$ cat config.mk
export PLATFORM = sky130hd
export DESIGN_NAME = eq_band_mixer
export DESIGN_NICKNAME = d
export VERILOG_FILES = /design/src/rtl/eq_band_mixer.sv
export SDC_FILE = /design/constraint.sdc
export NUM_CORES = 1
export LEC_CHECK = 0
export CAP_MARGIN = 30
export CELL_PAD_IN_SITES_DETAIL_PLACEMENT = 0
export CELL_PAD_IN_SITES_GLOBAL_PLACEMENT = 1
export CORE_MARGIN = 2
export CORE_UTILIZATION = 40
export DETAILED_ROUTE_END_ITERATION = 8
export PLACE_DENSITY_LB_ADDON = 0.1
export SLEW_MARGIN = 20
export SYNTH_ARGS = -nofsm -noshare
export SYNTH_HDL_FRONTEND = slang
export SYNTH_SLANG_ARGS = --single-unit
$ cat constraint.sdc
create_clock -name Clk -period 9.6 [get_ports Clk]
set_input_delay 1.92 -clock Clk [delete_from_list [all_inputs] [get_ports Clk]]
set_output_delay 1.92 -clock Clk [all_outputs]
set_load 0.03 [all_outputs]
$ cat src/rtl/eq_band_mixer.sv
// Final equalizer stage: gain-weighted sum of three band samples through one
// shared multiplier, saturated to DATA_W bits and emitted as offset binary.
module eq_band_mixer #(
  parameter int DATA_W    = 12,
  parameter int GAIN_W    = 4,
  parameter int GAIN_FRAC = 3
) (
  input  logic              Clk,
  input  logic              Rst,
  input  logic              Valid_In,
  input  logic [DATA_W-1:0] Band_Low,
  input  logic [DATA_W-1:0] Band_Mid,
  input  logic [DATA_W-1:0] Band_High,
  input  logic [GAIN_W-1:0] Gain_Low,
  input  logic [GAIN_W-1:0] Gain_Mid,
  input  logic [GAIN_W-1:0] Gain_High,
  output logic [DATA_W-1:0] Data_Out,
  output logic              Rx_Listo,
  output logic              Busy,
  output logic              Overrun,
  output logic [2:0]        Dbg_State
);

  localparam int ACC_W  = DATA_W + GAIN_W + 2;
  localparam int PROD_W = DATA_W + GAIN_W + 1;
  localparam logic signed [ACC_W-1:0] SAT_MAX = (ACC_W'(1) <<< (DATA_W-1)) - ACC_W'(1);
  localparam logic signed [ACC_W-1:0] SAT_MIN = -(ACC_W'(1) <<< (DATA_W-1));

  typedef enum logic [2:0] {
    S_IDLE  = 3'd0,
    S_MAC_L = 3'd1,
    S_MAC_M = 3'd2,
    S_MAC_H = 3'd3,
    S_SAT   = 3'd4
  } state_t;

  state_t                    r_state;
  state_t                    w_next;
  logic signed [DATA_W-1:0]  r_band_low, r_band_mid, r_band_high;
  logic        [GAIN_W-1:0]  r_gain_low, r_gain_mid, r_gain_high;
  logic signed [ACC_W-1:0]   r_acc;
  logic        [DATA_W-1:0]  r_data_out;
  logic                      r_rx_listo;
  logic                      r_busy;
  logic                      r_overrun;

  logic signed [DATA_W-1:0]  w_mul_a;
  logic signed [GAIN_W:0]    w_mul_g;
  logic signed [PROD_W-1:0]  w_prod;
  logic signed [ACC_W-1:0]   w_prod_ext;
  logic signed [ACC_W-1:0]   w_acc_sum;
  logic signed [ACC_W-1:0]   w_scaled;
  logic signed [DATA_W-1:0]  w_sat;
  logic        [DATA_W-1:0]  w_offset;
  logic                      w_accept;

  // Operand select for the single shared multiplier; gain is zero-extended.
  always_comb begin
    w_mul_a = r_band_high;
    w_mul_g = {1'b0, r_gain_high};
    case (r_state)
      S_MAC_L: begin w_mul_a = r_band_low; w_mul_g = {1'b0, r_gain_low}; end
      S_MAC_M: begin w_mul_a = r_band_mid; w_mul_g = {1'b0, r_gain_mid}; end
      default: ;
    endcase
  end

  assign w_prod     = w_mul_a * w_mul_g;
  assign w_prod_ext = {{(ACC_W-PROD_W){w_prod[PROD_W-1]}}, w_prod};
  assign w_acc_sum  = (r_state == S_MAC_L) ? w_prod_ext : r_acc + w_prod_ext;
  assign w_scaled   = r_acc >>> GAIN_FRAC;

  always_comb begin
    w_sat = w_scaled[DATA_W-1:0];
    if (w_scaled > SAT_MAX)      w_sat = SAT_MAX[DATA_W-1:0];
    else if (w_scaled < SAT_MIN) w_sat = SAT_MIN[DATA_W-1:0];
  end

  assign w_offset = {~w_sat[DATA_W-1], w_sat[DATA_W-2:0]};
  assign w_accept = Valid_In && (r_state == S_IDLE);

  always_comb begin
    w_next = r_state;
    case (r_state)
      S_IDLE:  if (Valid_In) w_next = S_MAC_L;
      S_MAC_L: w_next = S_MAC_M;
      S_MAC_M: w_next = S_MAC_H;
      S_MAC_H: w_next = S_SAT;
      S_SAT:   w_next = S_IDLE;
      default: w_next = S_IDLE;
    endcase
  end

  always_ff @(posedge Clk) begin
    if (Rst) begin
      r_state     <= S_IDLE;
      r_acc       <= '0;
      r_band_low  <= '0;
      r_band_mid  <= '0;
      r_band_high <= '0;
      r_gain_low  <= '0;
      r_gain_mid  <= '0;
      r_gain_high <= '0;
      r_data_out  <= {1'b1, {(DATA_W-1){1'b0}}};
      r_rx_listo  <= 1'b0;
      r_busy      <= 1'b0;
      r_overrun   <= 1'b0;
    end else begin
      r_state    <= w_next;
      r_busy     <= (w_next != S_IDLE);
      r_rx_listo <= (r_state == S_SAT);
      if (w_accept) begin
        r_band_low  <= Band_Low;
        r_band_mid  <= Band_Mid;
        r_band_high <= Band_High;
        r_gain_low  <= Gain_Low;
        r_gain_mid  <= Gain_Mid;
        r_gain_high <= Gain_High;
      end
      // A strobe arriving mid-computation is dropped but remembered.
      if (Valid_In && (r_state != S_IDLE)) r_overrun <= 1'b1;
      if (r_state == S_MAC_L || r_state == S_MAC_M || r_state == S_MAC_H)
        r_acc <= w_acc_sum;
      if (r_state == S_SAT) r_data_out <= w_offset;
    end
  end

  assign Data_Out  = r_data_out;
  assign Rx_Listo  = r_rx_listo;
  assign Busy      = r_busy;
  assign Overrun   = r_overrun;
  assign Dbg_State = r_state;

endmodule
# After elaboration in Yosys (flattened, before gate mapping)

Cells that the tools add are included.
W data, S select, Z words.

Bits in registers: 84
Output and inout port bits: 18
Logic and storage cells: 35

Add/subtract/negate cells: 1
Multiply operators: 1
Magnitude comparators: 2
Equal/unequal tests: 4
Mux-type cells: 7
Bitwise logic cells: 1
Reduce and logical (&&, ||, !) cells: 7

Operators with widths:

| cell                   | count |
|---|---|
| $mux W12               | 2 |
| $pmux W12 S2           | 1 |
| $add A18 B17 Y18       | 1 |
| $mux W18               | 1 |
| $mul A12 B5 Y17        | 1 |
| $gt A15 B12 Y1 const B | 1 |
| $lt A15 B12 Y1 const B | 1 |
| $pmux W3 S4            | 1 |
| $pmux W4 S2            | 1 |
| $eq A3 B2 Y1 const B   | 2 |
| $reduce_bool A3 Y1     | 2 |
| $eq A3 B1 Y1 const B   | 1 |
| $eq A3 B3 Y1 const B   | 1 |
| $logic_not A3 Y1       | 1 |
| $mux W3                | 1 |
| $logic_and A1 B1 Y1    | 2 |
| $logic_or A1 B1 Y1     | 2 |
| $not A1 Y1             | 1 |

# Depth between registers and ports, before layout

Depth after elaboration: 5
Mapped depth: 27
Depth with buffers taken out: 25

# Worst setup path after synthesis

No wires, ideal clock.

Kind: reg-to-reg
Start point: register r_state[0] (netlist: Dbg_State[0])
End point: register r_acc[15]
Library setup time: 119 ps
Arrival: 6323 ps
Path slack: 3158 ps
Stages on the path, launching flop included: 26
Clock period less this slack: 6442 ps
Cell sequence: dfxtp_1 nor3b_4 nor2_1 a21oi_1 clkbuf_1 nor2_1 ha_1 inv_1 fa_1 fa_1 inv_1 ha_1 a21oi_1 o211ai_1 o41ai_1 xnor2_1 ha_1 buf_2 a211oi_2 o211ai_1 a311o_1 a21o_1 a21o_1 a21oi_1 xnor2_1 o221a_2

Cells in the longest elaborated chain, start to end: 5
Elaborated cells between the ends (all ways): 10
Classes of those cells: add/sub (1); mul (1); eq/ne (3); mux (3); reduce/logical (2)

Ends and longest elaborated chain:

| element                                             | line        | RTL |
|---|---|---|
| start: declaration                                  | 37          | `state_t r_state;` |
| start signal: assignment                            | 109         | `r_state <= w_next;` |
| $eq A3 B2 Y1 / $eq A3 B1 Y1 (equally long branches) | 61, 122, 70 |  |
| $pmux W12 S2 / $pmux W4 S2 (equally long branches)  | 61          | `case (r_state)` |
| $mul A12 B5 Y17                                     | 68          | `assign w_prod = w_mul_a * w_mul_g;` |
| $add A18 B17 Y18                                    | 70          | `assign w_acc_sum = (r_state == S_MAC_L) ? w_prod_ext : r_acc + w_prod_ext;` |
| $mux W18                                            | 70          |  |
| end signal: assignment                              | 123         | `r_acc <= w_acc_sum;` |
| end: declaration                                    | 41          | `logic signed [ACC_W-1:0] r_acc;` |

Parallel ways exist; a longest one is shown, timed or not.
A chain may end at the register's enable or synchronous reset.

# Worst setup path after layout

Same ends and word-level chain as after synthesis.

==> out/results.ini <==
[power]
vdd.ir_drop.worst_uv=119
clock_power_share_pct=33.9
report.power.total_uw=1240
comb_power_share_pct=31.4
pwr-share-seq_pct=34.7
p_int_uw=804
powerDensity_nw_per_um2=176
switching_power_uw=440
switching_share_pct=35.4
leakagePower_uw=0.00309

[cells_and_area]
drive_gt1_share_pct=5.54
fin_nets=934
fillers=1479
diodes=0
finalInstanceArea_sq_um=7080
area_growth_pct=19.1
final_cells=996

[route]
avgViaCountPerCell=5.24
ant_nets=0
wl_mm=15.7
num_vias=5215
wl_per_cell_um=15.8
firstDrtPassIters=5
first_iter_violations=347
drc=0

[clock_network]
root_buffer=clkbuf_16
h-tree-depth=3
cts_sinks=84
clockBufferDepth=2
post-cts-setup-buffers=0
clk_latency_ps=350
cts_resized=0
path_clk_slew_ps=70
cts_tree=yes
ctsHoldBuffers=0
cts_inserted_buffers=9

[floorplanning]
boundaryPins=69
die_x_um=126
core_sq_um=14500
rows=44
dieArea_sq_um=15900
die_y_um=126
start_util_pct=40.9

[synthesis]
yosysTopAreaCellShare_pct=28.3
synth_nets=891
ys_seq_area_share_pct=28.3
netlist_instances=764
syn_area_per_cell_sq_um=7.78
async_flop_share_pct=0
ys_seq_elements=84
yosys.area.top_type=dfxtp_1
yosysWarnings=0
synth_area_leaders=dfxtp_1 28%, ha_1 11%, nand2_1 8.9%
synth_common_cells=141 x nand2_1, 103 x a21oi_1, 84 x dfxtp_1
synth.most_common_cell=nand2_1
netlist_area_sq_um=5950
synth_edf_count=0
synth_top_flop_cell=dfxtp_1
synthDistinctLibCells=57

[global_routing]
grt_pass1_wl_mm=25.9
grt.busiest_layer=met2
grt_use_met1_pct=26.1
overflow=0
grt_use_met3_pct=3.78
grt_max_degree=85
grt_pass1_vias=5191
antenna_found_initial=0
track_usage_pct=20.2
use_met2_pct=35.1

[setup_path]
r2r_cells=23
crit_type=reg -> reg
critPathArrivalTime_ps=8100
cp-start-kind=register
r2r_start=Dbg_State[0]
path_max_fanout=16
endpoint_kind=register
worst_ep_required_time_ps=9840
r2r_slack_ps=1740
r2r-end=r_acc[15]

[timing]
skew_ps=8.05
hold_violations=0
period_minus_slack_ps=7860
timing.final.crit_share_pct=81.9
tightestPinTransition_ps=925
setup_tns_ps=0
holdWs_ps=454
rsz0062_at_grt=false
drv_slew=0
max_freq_ghz=0.127
finalSetupViolCount=0
relSlewSlack_pct=38.3

[placement]
port_buffers=68
dpl_cell_area_sq_um=6730
hpwlAfterDp_mm=12.0
dp_cells=980
gp_congestion=0.848

[job]
max-cap-violations=0

[min_path]
hold_depth=2
hold_path_class=reg -> reg
hp-start=Data_Out[8]
hold-path-endpoint=Data_Out[8]

[status]
status=finished, final reports clean

==> power by group through the flow <==
stage	sequential, uW	combinational (uW)	clock [uW]
floorplan	427	291	0
global placement	438	388	0
detailed placement	440	392	0
CTS	432	394	429
global route	437	439	443
finish	432	391	421
==> sequential cells by signal, summed over array words and instances, names as in the netlist <==
register / cells
r_acc: 18
Data_Out: 12
r_band_high: 12
r_band_low: 12
r_band_mid: 12
r_gain_high: 4
r_gain_low: 4
r_gain_mid: 4
Dbg_State: 3
Busy: 1
Overrun: 1
Rx_Listo: 1
==> area by class of cell <==
class                   instances  area (sq um)  area share [%]
multi-input cells             584          3890            55.0
flip-flops and latches         84          1680            23.7
repair buffers                 73           713            10.1
clock buffers                  10           239            3.37
well taps                     184           230            3.25
inverters                      55           206            2.91
clock inverters                 6           118            1.66
==> critical path, stage by stage, from the launching register on <==
cell and delay [ps]:
dfxtp_1 670, nor3b_4 710, nor2_1 400, a21oi_1 810, nor2_1 130, ha_1 310, inv_1 50, fa_1 500
fa_1 540, inv_1 40, ha_1 320, a21oi_1 220, o211ai_1 160, o41ai_1 530, xnor2_1 170, ha_1 410
a211oi_2 410, o211ai_1 150, a311o_1 340, a21o_1 190, a21o_1 180, a21oi_1 170, xnor2_1 80, o221a_2 240
==> through the flow <==
stage	utilization (%)	setup slack, ps
floorplan	-	3160
global placement	46.3	1980
detailed placement	46.3	1720
CTS	48.7	1710
global route	48.7	1070
finish	48.7	1740
==> logic make-up after synthesis <==
group / after synthesis / share of synthesized area (%)
flip-flops: 84 / 28.3
AO/OA/AOI/OAI: 195 / 20.5
buffers and inverters: 96 / 6.27
XOR/XNOR: 33 / 5.30
adder cells (fa/ha/maj): 76 / 19.3
AND/OR/NAND/NOR: 280 / 20.4
==> layer usage <==
layer	share of wire, %	up-vias
met4	1.3	0
li1	-	2669
met3	3.1	14
met5	0	-
met1	47	2446
met2	48	86
==> worst max-delay path by stage <==
stage	startpoint	end	slack [ps]	cells after the start
finish	Dbg_State[0]	r_acc[15]	1740	23
global route	Dbg_State[0]	r_acc[15]	1070	23
CTS	Dbg_State[0]	r_acc[15]	1710	23
detailed placement	Dbg_State[0]	r_acc[15]	1720	23
global placement	Dbg_State[0]	r_acc[15]	1980	23
floorplan	Dbg_State[0]	r_acc[15]	3160	25
==> cell usage in the layout, fill, tap and decap left out, types with 13 or more instances in the layout <==
cell	count
nand2_1	141
a21oi_1	103
dfxtp_1	84
nor2_1	82
clkdlybuf4s50_1	67
inv_1	55
ha_1	50
fa_1	26
o21ai_0	22
xnor2_1	20
a22o_1	14
nor3_1	13
No activity file was read; power rests on OpenSTA's default activity.
